`src/rtl/demod_pkg.sv`:
```
// Shared constants for the demod pipeline controller: mode encodings, default
// geometry and the latency limit the controller is built for.
package demod_pkg;
  localparam int DEMOD_MODE_STREAM  = 0;
  localparam int DEMOD_MODE_ONESHOT = 1;

  localparam int DEF_SEG_W   = 32;
  localparam int DEF_NUM_SEG = 10;
  localparam int DEF_LATENCY = 14;

  localparam int MAX_LATENCY = 64;
endpackage

```
`src/rtl/demod_valid_track.sv`:
```
// Token shift register shadowing the datapath stages, plus a running count of
// tokens in flight including the one parked in the output register.
module demod_valid_track #(
  parameter int LATENCY = 14,
  parameter int CNT_W   = $clog2(LATENCY + 2)
) (
  input  logic             clk,
  input  logic             reset,
  input  logic             adv,
  input  logic             ins,
  input  logic             drain,
  input  logic             clr,
  output logic             exit_tok,
  output logic [CNT_W-1:0] count
);
  logic [LATENCY-1:0] tok;

  assign exit_tok = adv && tok[LATENCY-1];

  if (LATENCY == 1) begin : g_one
    always_ff @(posedge clk or negedge reset) begin
      if (!reset)   tok <= '0;
      else if (clr) tok <= '0;
      else if (adv) tok <= ins;
    end
  end else begin : g_shift
    always_ff @(posedge clk or negedge reset) begin
      if (!reset)   tok <= '0;
      else if (clr) tok <= '0;
      else if (adv) tok <= {tok[LATENCY-2:0], ins};
    end
  end

  // A token moving into the output register does not change the total, so
  // only new accepts and consumer pops move the count.
  always_ff @(posedge clk or negedge reset) begin
    if (!reset)   count <= '0;
    else if (clr) count <= '0;
    else          count <= count + CNT_W'(ins) - CNT_W'(drain);
  end
endmodule

```
`src/rtl/demod_pipe_ctrl.sv`:
```
// Valid/ready control around an external fixed-latency demod datapath: elastic
// streaming with a one-entry output holding register, or a legacy one-shot counter.
module demod_pipe_ctrl
  import demod_pkg::*;
#(
  parameter int SEG_W   = DEF_SEG_W,
  parameter int NUM_SEG = DEF_NUM_SEG,
  parameter int LATENCY = DEF_LATENCY,
  parameter int MODE    = DEMOD_MODE_STREAM
) (
  input  logic                         clk,
  input  logic                         reset,
  input  logic                         in_valid,
  output logic                         in_ready,
  input  logic [NUM_SEG*SEG_W-1:0]     seg_in,
  input  logic                         flush,
  output logic                         pipe_en,
  output logic [NUM_SEG*SEG_W-1:0]     pipe_seg,
  input  logic [SEG_W-1:0]             pipe_dout,
  output logic                         out_valid,
  input  logic                         out_ready,
  output logic [SEG_W-1:0]             out_data,
  output logic                         busy,
  output logic [$clog2(LATENCY+2)-1:0] inflight
);
  localparam int IW      = $clog2(LATENCY + 2);
  localparam int CW      = $clog2(LATENCY + 1);
  localparam bit ONESHOT = (MODE == DEMOD_MODE_ONESHOT);

  if (LATENCY < 1 || LATENCY > MAX_LATENCY) begin : g_bad_latency
    $error("demod_pipe_ctrl: LATENCY %0d outside 1..%0d", LATENCY, MAX_LATENCY);
  end

  logic          ov_q;
  logic [SEG_W-1:0] dat_q;
  logic [CW-1:0] cnt_q;
  logic          st_en, accept, drain, tok_exit;
  logic [IW-1:0] tok_cnt;

  // Whole pipe advances only when the holding register can take a result.
  assign st_en    = !ov_q || out_ready;
  assign accept   = in_valid && st_en && !flush;
  assign drain    = ov_q && out_ready;
  assign pipe_seg = seg_in;

  demod_valid_track #(.LATENCY(LATENCY), .CNT_W(IW)) u_track (
    .clk      (clk),
    .reset    (reset),
    .adv      (st_en),
    .ins      (accept),
    .drain    (drain),
    .clr      (flush || ONESHOT),
    .exit_tok (tok_exit),
    .count    (tok_cnt)
  );

  always_ff @(posedge clk or negedge reset) begin
    if (!reset) begin
      ov_q  <= 1'b0;
      dat_q <= '0;
    end else if (flush) begin
      ov_q  <= 1'b0;
    end else if (tok_exit) begin
      ov_q  <= 1'b1;
      dat_q <= pipe_dout;
    end else if (drain) begin
      ov_q  <= 1'b0;
    end
  end

  // One-shot: length of the current in_valid run, capped at LATENCY.
  always_ff @(posedge clk or negedge reset) begin
    if (!reset)                    cnt_q <= '0;
    else if (flush || !in_valid)   cnt_q <= '0;
    else if (cnt_q != CW'(LATENCY)) cnt_q <= cnt_q + CW'(1);
  end

  always_comb begin
    pipe_en   = st_en;
    in_ready  = st_en && !flush;
    out_valid = ov_q;
    out_data  = dat_q;
    busy      = (tok_cnt != '0);
    inflight  = tok_cnt;
    if (ONESHOT) begin
      pipe_en   = 1'b1;
      in_ready  = 1'b1;
      out_valid = (cnt_q == CW'(LATENCY));
      out_data  = pipe_dout;
      busy      = (cnt_q != CW'(LATENCY));
      inflight  = IW'(cnt_q);
    end
  end
endmodule
```
`config.mk`:
```
export PLATFORM = sky130hd
export DESIGN_NAME = demod_pipe_ctrl
export DESIGN_NICKNAME = d
export VERILOG_FILES = /design/src/rtl/demod_pkg.sv /design/src/rtl/demod_valid_track.sv /design/src/rtl/demod_pipe_ctrl.sv
export SDC_FILE = /design/constraint.sdc
export NUM_CORES = 1
export LEC_CHECK = 0
export BUFFER_PORTS_ARGS = -buffer_cell sky130_fd_sc_hd__buf_2
export CELL_PAD_IN_SITES_DETAIL_PLACEMENT = 0
export CELL_PAD_IN_SITES_GLOBAL_PLACEMENT = 1
export CORE_AREA = 2 2 282 284
export CTS_CLUSTER_DIAMETER = 200
export DETAILED_ROUTE_END_ITERATION = 12
export DIE_AREA = 0 0 284 286
export GPL_TIMING_DRIVEN = 0
export PLACE_DENSITY_LB_ADDON = 0.15
export SLEW_MARGIN = 5
export SYNTH_ARGS = -nofsm -noshare
export SYNTH_HDL_FRONTEND = slang
export SYNTH_SLANG_ARGS = --single-unit
```
`constraint.sdc`:
```
create_clock -name clk -period 3.2 [get_ports clk]
set_clock_uncertainty 0.1 [all_clocks]
set_input_delay 0.16 -clock clk [delete_from_list [all_inputs] [get_ports clk]]
set_output_delay 0.16 -clock clk [all_outputs]
set_load 0.01 [all_outputs]
```
==> impl_metrics.toml <==
[status]
status = "finished clean"

[critical_path]
r2r-start = "out_valid"
crit_start = "out_valid"
cp_top_family = "simple AND/OR/NAND/NOR gates"
start_kind = "register"
criticalPathCategory = "reg -> reg"
crit_required_ps = 3330
crit_path_cell_trace = "nor2b_4, buf_6, nor3b_4, buf_6, mux2_2"
critPathMostFrequentCell = "buf_6"
cpPeakStageDelay_ps = 600
worstPathMaxFanout = 10
cp_slowest_cell = "nor3b_4"
crit_path_end_kind = "register"
path_buf_inv = 2
worstPathArrival_ps = 2280

[synth]
synthAdderAreaFrac_pct = 1.83
yosysTopAreaCell = "buf_4"
synth_top_family_by_area = "buffers and inverters"
yosys-top-cells-count = "buf_4, dfrtp_1, mux2_2"
syn_inst = 484
synth_top_area_share_pct = 53.3
syn_avg_cell_area_sq_um = 9.31
synth_cell_types = 21
synthTopCellsByArea = "buf_4, dfrtp_1, mux2_2"
synth_simple_gate_area_share_pct = 4.39
syn_nets = 847
synth_compound_area_share_pct = 1.97
netlist_area_sq_mm = 0.00450
synth_seq_cells = 51
seq_area_frac_synth_pct = 28.3
synth_xor_xnor_area_share_pct = 0.194
muxShareOfSynthArea_pct = 8.00
async_reset_ff_share_pct = 100
yosys_warnings = 0
synth_top_flop_cell = "dfrtp_1"
synth_edf_count = 0
synthMostInstantiatedCell = "buf_4"

[layout]
antennaDiodeCount = 0
fin_nets = 1284
drive_above_1_share_pct = 82.6
syn2layout_area_growth_pct = 85.4

[sta]
fin_tns_setup_ps = 0
slew_headroom_pct = 52.5
setup_viol = 0
worst_pin_slew_ps = 711
max_freq_mhz = 465
hold_viol = 0
fin_crit_sh_pct = 67.2
rsz0062_at_grt = "no"
whs_ps = 39.3
layout_min_cycle_time_ps = 2150
finalMaxSlewViolations = 0

[routing]
drc = 0
ant_nets = 0
wl_per_cell_microns = 11.0
viasPerCell = 2.21
vias = 4364
drt_pass1_iterations = 4
drt_iter0_drc = 54
finalWirelength_microns = 21700

[placed_design]
gp_congestion = 0.799
port_buffers = 396
dp_hpwl_microns = 19100

[floorplanning]
start_util_pct = 5.75
io_pins = 717
die_h_microns = 286
die_area_sq_mm = 0.0812
rows = 103
die_w_microns = 284
core_area_sq_mm = 0.0784

[clocking]
clock_path_buffers = 2
cts.sink_count = 51
clock_tree.root_cell = "clkbuf_16"
clk_pin_slew_ps = 90
cts_setup_buffers = 0
htree_levels = 2
cts_buffers = 5
tritoncts = "done"
clock_latency_ps = 320

[hold_path]
hp-class = "in -> reg"
hold_start = "pipe_dout[16]"

[pwr]
peakVddDrop_mv = 0.191
p_leak_nw = 4.45
powerDensity_mw_per_mm2 = 263

[global_routing]
grt_use_total_pct = 4.83
grt_overflow = 0
grt_max_degree = 32
antenna_found_initial = 0
grt_pass1_wl_microns = 28200
grt_pass1_vias = 4217

[run]
cap_violations = 0
[worst paths after layout]
check	cells after the start	slack [ps]	to
setup / recovery	5	1050	out_data[26]
hold / removal	2	40	out_data[16]
setup reg to reg	5	1050	out_data[26]
hold reg to reg	1	380	out_data[12]
max in group asynchronous	3	2300	u_track.tok[9]
min in group asynchronous	2	200	out_data[13]
[routing by layer]
metal,track usage (%),part of all wire [%],up-vias
li1,-,-,2059
met5,0,0,-
met2,9.44,56,322
met3,1.66,8.5,12
met1,4.69,33,1971
met4,1.59,1.7,0
[metrics by stage]
stage          instances  setup WS (ps)  instance area, sq um  power, mW  util [%]
2_1_floorplan        484           1270                  4500       1.12         -
3_3_place_gp        1930            951                  7800       1.43      9.95
3_5_place_dp        1931            918                  7830       1.42      9.99
4_1_cts             1972            917                  8350       2.31      10.7
5_1_grt             1972            904                  8350       2.36      10.7
6_report            1972           1050                  8350       2.20      10.7
[layout by cell type, fill, tap and decap left out, types with 4 or more instances in the layout]
cell type / netlist / routed
a21oi_1: 16 / 16
buf_6: 4 / 4
inv_1: 7 / 7
clkbuf_16: 0 / 5
nand2_1: 28 / 28
mux2_2: 29 / 29
dfrtp_1: 51 / 51
dlygate4sd3_1: 0 / 33
nor2_1: 5 / 5
buf_4: 320 / 321
buf_2: 1 / 396
ha_1: 5 / 5
[area by class of cell]
class | instances | area (sq um)
buffer | 328 | 2460
inverter | 7 | 26.3
timing repair buffer | 430 | 2340
clock inverter | 3 | 67.6
fill | 9181 | 70000
sequential | 51 | 1280
clock buffer | 5 | 125
multi-input combinational | 98 | 738
tap | 1050 | 1310
[cells by family after synthesis]
logic type	Yosys count
compound gates	17
xor+xnor	1
mux	32
simple gates	42
buf+inv	335
flops	51
fa+ha+maj	6
[state kept, by name, summed over array words and instances (netlist names)]
name / cells
out_data: 32
out_valid: 1
u_track.count: 4
u_track.tok: 14
[timing repair]
action,4_1_cts,5_1_grt
hold endpoints to repair,83,0
hold buffers,33,0
gates resized for setup,0,0
[where the power goes]
group | switching (mW) | leakage (nW) | total (mW) | internal, mW
Combinational | 0.319 | 3.65 | 0.770 | 0.452
Clock | 0.324 | 0.0900 | 0.774 | 0.451
Sequential | 0.00357 | 0.709 | 0.655 | 0.652
Total | 0.646 | 4.45 | 2.20 | 1.55
(Power assumes the default switching activity.)
